**config.mk**
```make
export PLATFORM = sky130hd
export DESIGN_NAME = xc_rvfi_trace_gen
export DESIGN_NICKNAME = d
export VERILOG_FILES = /design/src/rtl/xc_rvfi_trace_gen.sv
export SDC_FILE = /design/constraint.sdc
export NUM_CORES = 1
export LEC_CHECK = 0
export ABC_CLOCK_PERIOD_IN_PS = 2400
export CAP_MARGIN = 15
export CELL_PAD_IN_SITES_DETAIL_PLACEMENT = 0
export CELL_PAD_IN_SITES_GLOBAL_PLACEMENT = 2
export CORE_ASPECT_RATIO = 1.4
export CORE_MARGIN = 1.5
export CORE_UTILIZATION = 29
export DETAILED_ROUTE_END_ITERATION = 16
export PLACE_DENSITY = 0.75
export REMOVE_ABC_BUFFERS = 1
export SYNTH_ARGS = -nofsm -noshare
export SYNTH_HDL_FRONTEND = slang
export SYNTH_SLANG_ARGS = --single-unit
export TNS_END_PERCENT = 50
```
**constraint.sdc**
```tcl
create_clock -name g_clk -period 2.4 [get_ports g_clk]
set_clock_uncertainty 0.2 [all_clocks]
set_input_delay 0.36 -clock g_clk [delete_from_list [all_inputs] [get_ports g_clk]]
set_output_delay 0.36 -clock g_clk [all_outputs]
set_load 0.03 [all_outputs]
```
**src/rtl/xc_rvfi_trace_gen.sv**
```systemverilog
// xc_rvfi_trace_gen: registers one RVFI trace record per retired instruction, merging late load data.
module xc_rvfi_trace_gen #(
  parameter int XLEN    = 32,
  parameter int ORDER_W = 64
) (
  input  logic               g_clk,
  input  logic               g_resetn,
  input  logic               trs_valid,
  output logic               trs_ready,
  input  logic               trs_flush,
  input  logic [31:0]        trs_insn,
  input  logic [XLEN-1:0]    trs_pc_rdata,
  input  logic [XLEN-1:0]    trs_pc_wdata,
  input  logic               trs_trap,
  input  logic [4:0]         trs_rs1_addr,
  input  logic [4:0]         trs_rs2_addr,
  input  logic [4:0]         trs_rs3_addr,
  input  logic [XLEN-1:0]    trs_rs1_rdata,
  input  logic [XLEN-1:0]    trs_rs2_rdata,
  input  logic [XLEN-1:0]    trs_rs3_rdata,
  input  logic [4:0]         trs_rd_addr,
  input  logic [XLEN-1:0]    trs_rd_wdata,
  input  logic [XLEN-1:0]    trs_rd_wdatahi,
  input  logic               trs_rd_wide,
  input  logic [XLEN-1:0]    trs_mem_addr,
  input  logic [XLEN-1:0]    trs_mem_wdata,
  input  logic [3:0]         trs_mem_rmask,
  input  logic [3:0]         trs_mem_wmask,
  input  logic               trs_mem_pending,
  input  logic               mem_rsp_valid,
  input  logic [XLEN-1:0]    mem_rsp_rdata,
  output logic               rvfi_valid,
  output logic [ORDER_W-1:0] rvfi_order,
  output logic [31:0]        rvfi_insn,
  output logic               rvfi_trap,
  output logic               rvfi_intr,
  output logic               rvfi_halt,
  output logic [4:0]         rvfi_rs1_addr,
  output logic [4:0]         rvfi_rs2_addr,
  output logic [4:0]         rvfi_rs3_addr,
  output logic [XLEN-1:0]    rvfi_rs1_rdata,
  output logic [XLEN-1:0]    rvfi_rs2_rdata,
  output logic [XLEN-1:0]    rvfi_rs3_rdata,
  output logic [4:0]         rvfi_rd_addr,
  output logic [XLEN-1:0]    rvfi_rd_wdata,
  output logic [XLEN-1:0]    rvfi_rd_wdatahi,
  output logic               rvfi_rd_wide,
  output logic [XLEN-1:0]    rvfi_pc_rdata,
  output logic [XLEN-1:0]    rvfi_pc_wdata,
  output logic [XLEN-1:0]    rvfi_mem_addr,
  output logic [XLEN-1:0]    rvfi_mem_rdata,
  output logic [XLEN-1:0]    rvfi_mem_wdata,
  output logic [3:0]         rvfi_mem_rmask,
  output logic [3:0]         rvfi_mem_wmask,
  output logic               trace_err
);
  typedef enum logic {IDLE, HOLD} state_t;
  typedef struct packed {
    logic [31:0]     insn;
    logic [XLEN-1:0] pc_rdata;
    logic [XLEN-1:0] pc_wdata;
    logic            trap;
    logic [4:0]      rs1_addr;
    logic [4:0]      rs2_addr;
    logic [4:0]      rs3_addr;
    logic [XLEN-1:0] rs1_rdata;
    logic [XLEN-1:0] rs2_rdata;
    logic [XLEN-1:0] rs3_rdata;
    logic [4:0]      rd_addr;
    logic [XLEN-1:0] rd_wdata;
    logic [XLEN-1:0] rd_wdatahi;
    logic            rd_wide;
    logic [XLEN-1:0] mem_addr;
    logic [XLEN-1:0] mem_wdata;
    logic [3:0]      mem_rmask;
    logic [3:0]      mem_wmask;
  } rec_t;
  state_t state, state_n;
  rec_t in_rec, held, src, out_n, out_rec;
  logic emit, capture, holding;
  logic [ORDER_W-1:0] cnt;
  logic intr_pending;
  assign holding = state == HOLD;
  assign trs_ready = !holding;
  always_comb begin
    in_rec = '{insn: trs_insn, pc_rdata: trs_pc_rdata, pc_wdata: trs_pc_wdata, trap: trs_trap,
               rs1_addr: trs_rs1_addr, rs2_addr: trs_rs2_addr, rs3_addr: trs_rs3_addr,
               rs1_rdata: trs_rs1_rdata, rs2_rdata: trs_rs2_rdata, rs3_rdata: trs_rs3_rdata,
               rd_addr: trs_rd_addr, rd_wdata: trs_rd_wdata, rd_wdatahi: trs_rd_wdatahi,
               rd_wide: trs_rd_wide, mem_addr: trs_mem_addr, mem_wdata: trs_mem_wdata,
               mem_rmask: trs_mem_rmask, mem_wmask: trs_mem_wmask};
    // flush beats both a new retirement and a load response
    emit = !trs_flush && (holding ? mem_rsp_valid : trs_valid && !trs_mem_pending);
    capture = !holding && trs_valid && trs_mem_pending && !trs_flush;
    state_n = capture ? HOLD : (holding && (trs_flush || mem_rsp_valid)) ? IDLE : state;
    src = holding ? held : in_rec;
    if (holding) src.rd_wdata = mem_rsp_rdata;
    out_n = src;
    out_n.rd_wdata = src.rd_addr == 5'd0 ? '0 : src.rd_wdata;
    out_n.rd_wdatahi = (src.rd_addr == 5'd0 || !src.rd_wide) ? '0 : src.rd_wdatahi;
  end
  always_ff @(posedge g_clk or negedge g_resetn) begin
    if (!g_resetn) state <= IDLE;
    else state <= state_n;
  end
  always_ff @(posedge g_clk or negedge g_resetn) begin
    if (!g_resetn) begin
      held <= '0;
      out_rec <= '0;
      cnt <= '0;
      intr_pending <= 1'b0;
      rvfi_valid <= 1'b0;
      rvfi_order <= '0;
      rvfi_intr <= 1'b0;
      rvfi_mem_rdata <= '0;
      trace_err <= 1'b0;
    end else begin
      rvfi_valid <= emit;
      trace_err <= trace_err || (!holding && mem_rsp_valid) || (holding && trs_valid);
      if (capture) held <= in_rec;
      if (emit) begin
        out_rec <= out_n;
        rvfi_order <= cnt;
        cnt <= cnt + 1'b1;
        rvfi_intr <= intr_pending;
        intr_pending <= src.trap;
        rvfi_mem_rdata <= holding ? mem_rsp_rdata : '0;
      end
    end
  end
  assign rvfi_halt = 1'b0;
  assign rvfi_insn = out_rec.insn;
  assign rvfi_trap = out_rec.trap;
  assign rvfi_rs1_addr = out_rec.rs1_addr;
  assign rvfi_rs2_addr = out_rec.rs2_addr;
  assign rvfi_rs3_addr = out_rec.rs3_addr;
  assign rvfi_rs1_rdata = out_rec.rs1_rdata;
  assign rvfi_rs2_rdata = out_rec.rs2_rdata;
  assign rvfi_rs3_rdata = out_rec.rs3_rdata;
  assign rvfi_rd_addr = out_rec.rd_addr;
  assign rvfi_rd_wdata = out_rec.rd_wdata;
  assign rvfi_rd_wdatahi = out_rec.rd_wdatahi;
  assign rvfi_rd_wide = out_rec.rd_wide;
  assign rvfi_pc_rdata = out_rec.pc_rdata;
  assign rvfi_pc_wdata = out_rec.pc_wdata;
  assign rvfi_mem_addr = out_rec.mem_addr;
  assign rvfi_mem_wdata = out_rec.mem_wdata;
  assign rvfi_mem_rmask = out_rec.mem_rmask;
  assign rvfi_mem_wmask = out_rec.mem_wmask;
endmodule

```
* Word-level counts from Yosys, hierarchy flattened
Index checks and enable logic that the tools add are counted.
** Word-level totals
- Word-level logic and storage cells :: 70
- Input port bits :: 388
- Register bits :: 864
- Output and inout port bits :: 451
** Operators by class
- Add/sub/neg operators :: 1
- Reductions and logical operators :: 18
- Muxes and demuxes :: 8
** Operator list (number)
- $mux W350 :: 1
- $mux W32 :: 4
- $add A64 B1 Y64 const B :: 1
- $logic_and A1 B1 Y1 :: 8
- $logic_not A5 Y1 :: 1
- $logic_not A1 Y1 :: 4
- $logic_or A1 B1 Y1 :: 4
- $mux W1 :: 3
- $reduce_bool A2 Y1 :: 1

* Logic depth before layout (Yosys ltp)
Gate-level depths: netlist (run 1).
- Word-level depth :: 5
- Gate-level depth with buffers :: 9
- Mapped depth without buffers :: 7

* Worst setup path before layout (run 1)
Ideal clock, no wire load.
- Path type :: register to register
- Start :: register state, in the netlist holding
- End :: register cnt[41]
- Setup time :: 80 ps
- Arrival :: 1935 ps
- Buffers on the path :: 2
- Cell stages (with the launch flop) :: 8
- Required time :: 2120 ps
- Setup slack :: 185 ps
- Cells stage by stage :: dfrtp_1 > buf_6 > or4b_4 > a21oi_2 > nand4_4 > buf_6 > nor4_2 > xnor2_1
** Between the ends
- Longest elaborated chain between the ends :: 2
** Ends and longest elaborated chain
- start: declaration :: line 78 : state_t state, state_n;
- start signal: assignment :: line 104 : else state <= state_n;
- $mux W1 :: line 93 : emit = !trs_flush && (holding ? mem_rsp_valid : trs_valid && !trs_mem_pending);
- $logic_and A1 B1 Y1 :: line 93
- end signal: assignment :: line 124 : cnt <= cnt + 1'b1;
- end: declaration :: line 81 : logic [ORDER_W-1:0] cnt;
Every way passes these cells.
A chain may end at the register's enable or synchronous reset.

* Worst setup path after layout (run 1)
- Start :: register state, in the netlist holding
- End :: register cnt[49]
Same word-level chain as after synthesis.

==> out/qor.txt, run 1 <==
Status: finished clean
Slew HR: 28.4%
Critical path class: flop to flop
Flops & latches, synth: 832
Final Power: 0.0440 W
Die Wd: 294 µm
Sink Count: 832
Iteration-0 DRC Markers: 967
Share of the synthesized area in the top cell type: 60.8%
Synth unique cells: 48
PwrDens: 903 nW/µm²
RSZ-0062 raised after global routing: true
Final wirelength: 108000 µm
Final hold vios: 0
Die area: 120000 µm²
Vias in the first global route: 25500
Ys async rst share: 100%
CP Data Arrival Time: 2.75 ns
Final Slew Violations: 0
Max Root-Sink Buffers: 3
Syn avg cell area: 12.1 µm²
Global route overflow: 0
Post-route ant nets: 0
Clock root buffer: clkbuf_16
Fmax: 0.423 GHz
Dpl cell area: 45600 µm²
Final Cycle Share: 98.5%
CORE AREA: 117000 µm²
HP Class: input pin to flop
Worst endpoint required time: 2.78 ns
Syn Std Cell Area: 34300 µm²
H-tree levels: 3
Clock Pin Slew Worst Setup and Hold Paths: 0.06 ns
TritonCTS buffer count: 88
Leak pwr: 20.5 nW
Worst-Margin Slew: 1.07 ns
Pre-CTS WS: -0.428 ns
Area leader, netlist: dfrtp_1
TritonRoute pass-1 iters: 5
Max FO, Critical Path: 5
Max-cap violations: 0
Endpoints failing setup: 0
Endpoint class of the critical path: flop
Synth-to-Final Area Change: 42.1%
Sequential cell area fraction in the yosys report: 60.8%
Initial antenna violation count: 16
Worst setup margin: 0.0361 ns
Post-synthesis cell count: 2843
Total Routing Usage GR: 17.6%
Max VDD drop: 0.000560 V
Ys Warns: 0
Die Height: 410 µm
DRC: 0
Clock latency on the worst-skew pair: 0.66 ns
Post-CTS Setup Bufs: 0
First-pass GRT wire length: 162000 µm
Nets@finish: 4151
Post-layout min period: 2.36 ns
Hold WS: 0.121 ns
Rows: 149
I/O pin count: 839
Placed wire-length estimate: 79000 µm
Final instance area: 48700 µm²
Vias: 24800
DR WL/cell: 20.2 µm
Ranking of synthesized cells by area: dfrtp_1 61%, mux2_2 10%, mux2i_1 9.3%
Largest net degree at the start of global routing: 101
Critical Path Start Type: flop
CTS tree: yes
Final estimated routing congestion in global placement: 0.817
Initial Utilization: 29.2%
Ys flop type: dfrtp_1
DR vias/cell: 4.64
EDFF count, synth: 0
Layout cells sized above 1: 17.4%
IO Port Bufs: 837
## sequential cells by signal (all words and copies together) (netlist names), 32 cells and up
name,count
cnt,64
held,318
rvfi_insn,32
rvfi_mem_addr,32
rvfi_mem_rdata,32
rvfi_mem_wdata,32
rvfi_order,64
rvfi_pc_rdata,32
rvfi_pc_wdata,32
rvfi_rd_wdata,32
rvfi_rd_wdatahi,32
rvfi_rs1_rdata,32
rvfi_rs2_rdata,32
rvfi_rs3_rdata,32
## repair_timing
action / CTS / global route
cloned: 1 / 2
endpoints found under the setup margin: 175 / 119
hold endpoints to repair: 676 / 0
hold buffers: 2 / 0
gates resized for setup: 75 / 14
pin swaps: 1 / 4
## worst max-delay path: stages (launching register included)
cell and delay [ns]:
dfrtp_4 0.48, or4b_4 0.55, a21oi_2 0.16, buf_6 0.16, nand4_4 0.18, buf_4 0.23
nor3_2 0.16, xor2_1 0.15
## worst paths after layout
| kind | startpoint | endpoint | slack [ns] | cells after the start |
|---|---|---|---|---|
| worst max register to register | holding | cnt[49] | 0.04 | 7 |
| worst min-delay path | trs_mem_addr[5] | held[45] | 0.12 | 2 |
| worst max-delay path | holding | cnt[49] | 0.04 | 7 |
| max in group asynchronous | g_resetn | rvfi_mem_rdata[30] | 0.45 | 3 |
| worst min register to register | rvfi_order[2] | rvfi_order[2] | 0.27 | 2 |
| min in group asynchronous | g_resetn | rvfi_rd_wdata[31] | 0.18 | 3 |
## per-stage QoR
stage / TNS [ns] / std cells / util, %
3_5_place_dp: -205.60 / 5177 / 38.8
2_1_floorplan: - / 2659 / -
5_1_grt: -0.0254 / 5344 / 41.5
3_3_place_gp: -202.87 / 5177 / 38.8
4_1_cts: 0 / 5340 / 41.3
6_report: 0 / 5346 / 41.5
## per-layer routing
layer / up-vias / GRT usage, % / share of wire (%)
li1: 11700 / - / -
met1: 12300 / 19.4 / 38
met2: 691 / 31.8 / 52
met3: 134 / 6.08 / 8.3
met4: 26 / 5.02 / 2.1
met5: - / 0 / 0.16
## report_power, final
group	leakage (nW)	switching, W	internal, W
clock	1.46	0.00589	0.00813
sequential	9.95	0.00149	0.0168
combinational	9.07	0.00655	0.00516
total	20.5	0.0139	0.0301
## cell usage in the layout (no fill, tap or decap), types with 6 or more instances in the layout
master / n
nand3_1: 25
clkbuf_8: 29
dfrtp_1: 831
buf_6: 7
inv_1: 10
clkbuf_1: 21
a21oi_1: 285
nor4_2: 6
nor4_1: 12
xnor2_1: 20
a22o_1: 32
nor3_2: 7
nor3_1: 13
xor2_1: 43
nand2_1: 267
a22oi_1: 32
mux2_2: 319
mux2i_1: 317
buf_4: 122
clkdlybuf4s50_1: 764
nand4_1: 20
clkbuf_16: 90
dlygate4sd2_1: 71
clkinv_2: 10
buf_12: 42
nor2_1: 309
o21ai_0: 73
## kinds of logic after synthesis
kind of cell	after synthesis	share of synthesized area [%]
flip-flops	832	60.8
multiplexers	636	19.7
adder cells (fa/ha/maj)	1	0.0365
buffers and inverters	196	2.41
AND/OR/NAND/NOR	686	8.55
other	1	0.0109
XOR/XNOR	63	1.61
AO/OA/AOI/OAI	428	6.88
## synthesized netlist by cell type, types with 2 or more instances
cell / number
a21oi_1: 285
a22o_1: 32
a22oi_1: 32
and3_1: 4
buf_1: 14
buf_2: 56
buf_6: 2
clkbuf_1: 111
dfrtp_1: 832
inv_1: 10
inv_2: 2
mux2_2: 319
mux2i_1: 317
nand2_1: 268
nand3_1: 25
nand3_2: 2
nand4_1: 20
nor2_1: 309
nor3_1: 14
nor3_2: 6
nor4_1: 15
nor4_2: 6
o21ai_0: 73
or2_2: 2
or4_1: 3
xnor2_1: 20
xor2_1: 43
## area by class of cell
class / count / area, µm²
Multi-Input combinational cell: 1816 / 12700
Inverter: 12 / 52.6
Clock buffer: 138 / 2680
Antenna cell: 4 / 10.0
Fill cell: 11300 / 68700
Clock inverter: 22 / 299
Timing Repair Buffer: 1012 / 10200
Sequential cell: 832 / 20800
Tap cell: 1510 / 1890
(Power assumes the default switching activity.)
==> run 2: changes to the inputs <==
--- a/config.mk
+++ b/config.mk
@@ -12,6 +12,7 @@
 export CORE_ASPECT_RATIO = 1.4
 export CORE_MARGIN = 1.5
 export CORE_UTILIZATION = 29
+export CTS_BUF_LIST = sky130_fd_sc_hd__clkbuf_16
 export DETAILED_ROUTE_END_ITERATION = 16
 export PLACE_DENSITY = 0.75
 export REMOVE_ABC_BUFFERS = 1
==> out/qor.txt, run 2 (synthesized netlist as in run 1, its figures left out) <==
Total Routing Usage GR: 17.6%
Die Wd: 294 µm
Initial antenna violation count: 17
Max-cap violations: 0
Endpoint class of the critical path: flop
TritonCTS buffer count: 88
H-tree levels: 3
Layout cells sized above 1: 16.7%
Status: finished clean
Hold path depth: 2
Slowest stage delay, CP: 0.53 ns
CORE AREA: 117000 µm²
Dpl cell area: 45600 µm²
Hold_sp: trs_mem_addr[5]
Vias in the first global route: 25500
Largest net degree at the start of global routing: 101
Final estimated routing congestion in global placement: 0.817
Critical path, cell by cell: or4b_4 > a21oi_2 > buf_6 > nand4_4 > buf_12 > buf_6 > nor4_4 > xor2_1
Worst r2r dst: cnt[57]
Clock Pin Slew Worst Setup and Hold Paths: 0.06 ns
Placed wire-length estimate: 79000 µm
Post-layout min period: 2.34 ns
Final Slew Violations: 0
Top Registers: held (318), cnt (64), rvfi_order (64)
Leak pwr: 20.4 nW
Final Cycle Share: 97.6%
Critical path class: flop to flop
RSZ-0062 raised after global routing: true
Fmax: 0.427 GHz
Sink Count: 832
DR WL/cell: 20.2 µm
Post-route ant nets: 0
Max Root-Sink Buffers: 3
CP Data Arrival Time: 2.73 ns
Slew HR: 28.1%
Commonest non-fill, non-tap cell in the layout: dfrtp_1
R2r startpoint: holding
Slowest-stage cell, CP: or4b_4
Die Height: 410 µm
Die area: 120000 µm²
Max FFs per register: 318
Iteration-0 DRC Markers: 983
Worst endpoint required time: 2.79 ns
Clock root buffer: clkbuf_16
Final hold vios: 0
Post-Layout Cell Count: 5348
Commonest non-fill, non-tap cells in the layout: 831 x dfrtp_1, 761 x clkdlybuf4s50_1, 319 x mux2_2
TritonRoute pass-1 iters: 5
CTS tree: yes
Rows: 149
Worst-Margin Slew: 1.08 ns
Clock latency on the worst-skew pair: 0.66 ns
IO Port Bufs: 837
Hold WS: 0.119 ns
Worst R2R Path Depth: 8
Global route overflow: 0
Final instance area: 48400 µm²
Critical Path Start Type: flop
Initial Utilization: 29.2%
Synth-to-Final Area Change: 41.3%
First-pass GRT wire length: 162000 µm
Hold EP: held[45]
CP dominant cell by count: buf_6
Vias: 24800
Fill cell count: 11400
Nets@finish: 4152
DRC: 0
I/O pin count: 839
Most flops, register: held
# placed instances: 5177
Max VDD drop: 0.000559 V
PwrDens: 887 nW/µm²
Max FO, Critical Path: 6
HP Class: input pin to flop
Final wirelength: 108000 µm
DR vias/cell: 4.64
Endpoints failing setup: 0
FF-to-FF setup slack: 0.06 ns
[run 2: stage by stage]
step	power, W	setup WS, ns	setup TNS [ns]	utilization (%)
2_1_floorplan	0.0257	-66.46	-	-
3_3_place_gp	0.0304	-0.483	-202.87	38.8
3_5_place_dp	0.0306	-0.428	-205.60	38.8
4_1_cts	0.0437	-0.0177	-0.0293	41.1
5_1_grt	0.0451	-0.0175	-0.0360	41.2
6_report	0.0429	0.0581	0	41.2
[run 2: worst max path at each step]
stage / startpoint / endpoint / slack [ns] / cells after the start
after global routing: cnt[0] / cnt[62] / -0.02 / 7
after global placement: trs_flush / cnt[41] / -0.48 / 8
after CTS: holding / cnt[57] / -0.02 / 7
final: holding / cnt[57] / 0.06 / 8
after detailed placement: trs_flush / cnt[41] / -0.43 / 8
after floorplan: holding / holding / -66.46 / 2
[run 2: timing repair]
item,in CTS,in global routing
endpoints found under the setup margin,179,118
resized for setup,77,14
gates cloned,0,2
endpoints found under the hold margin,676,0
pin swaps,1,10
hold buffers,2,0
buffers inserted,1,1
[run 2: critical path, delay by kind of cell, from the launching register on]
family | cells | cell delay [ns]
buf+inv | 3 | 0.45
flops | 1 | 0.48
xor+xnor | 1 | 0.16
compound gates | 1 | 0.15
simple gates | 3 | 0.83
[run 2: power breakdown]
part	switching, W	internal (W)
combinational	0.00654	0.00515
sequential	0.00149	0.0168
clock	0.00586	0.00711
[run 2: area by class of cell]
cell class	instances	area [µm²]	area share, %
diodes	5	12.5	0.0258
clock buffers	88	2200	4.55
clock inverters	72	487	1.01
inverters	12	52.6	0.109
multi-input cells	1815	12700	26.3
flip-flops and latches	832	20800	43.0
well taps	1510	1890	3.90
repair buffers	1014	10200	21.2
[run 2: routing by layer]
layer	vias to the layer above	wire (µm)	global-route usage (%)	part of all wire (%)
met5	-	188	0	0.17
met4	26	2240	5.10	2.1
met3	134	8960	6.04	8.3
met2	679	55900	31.6	52
met1	12300	40700	19.4	38
li1	11700	-	-	-
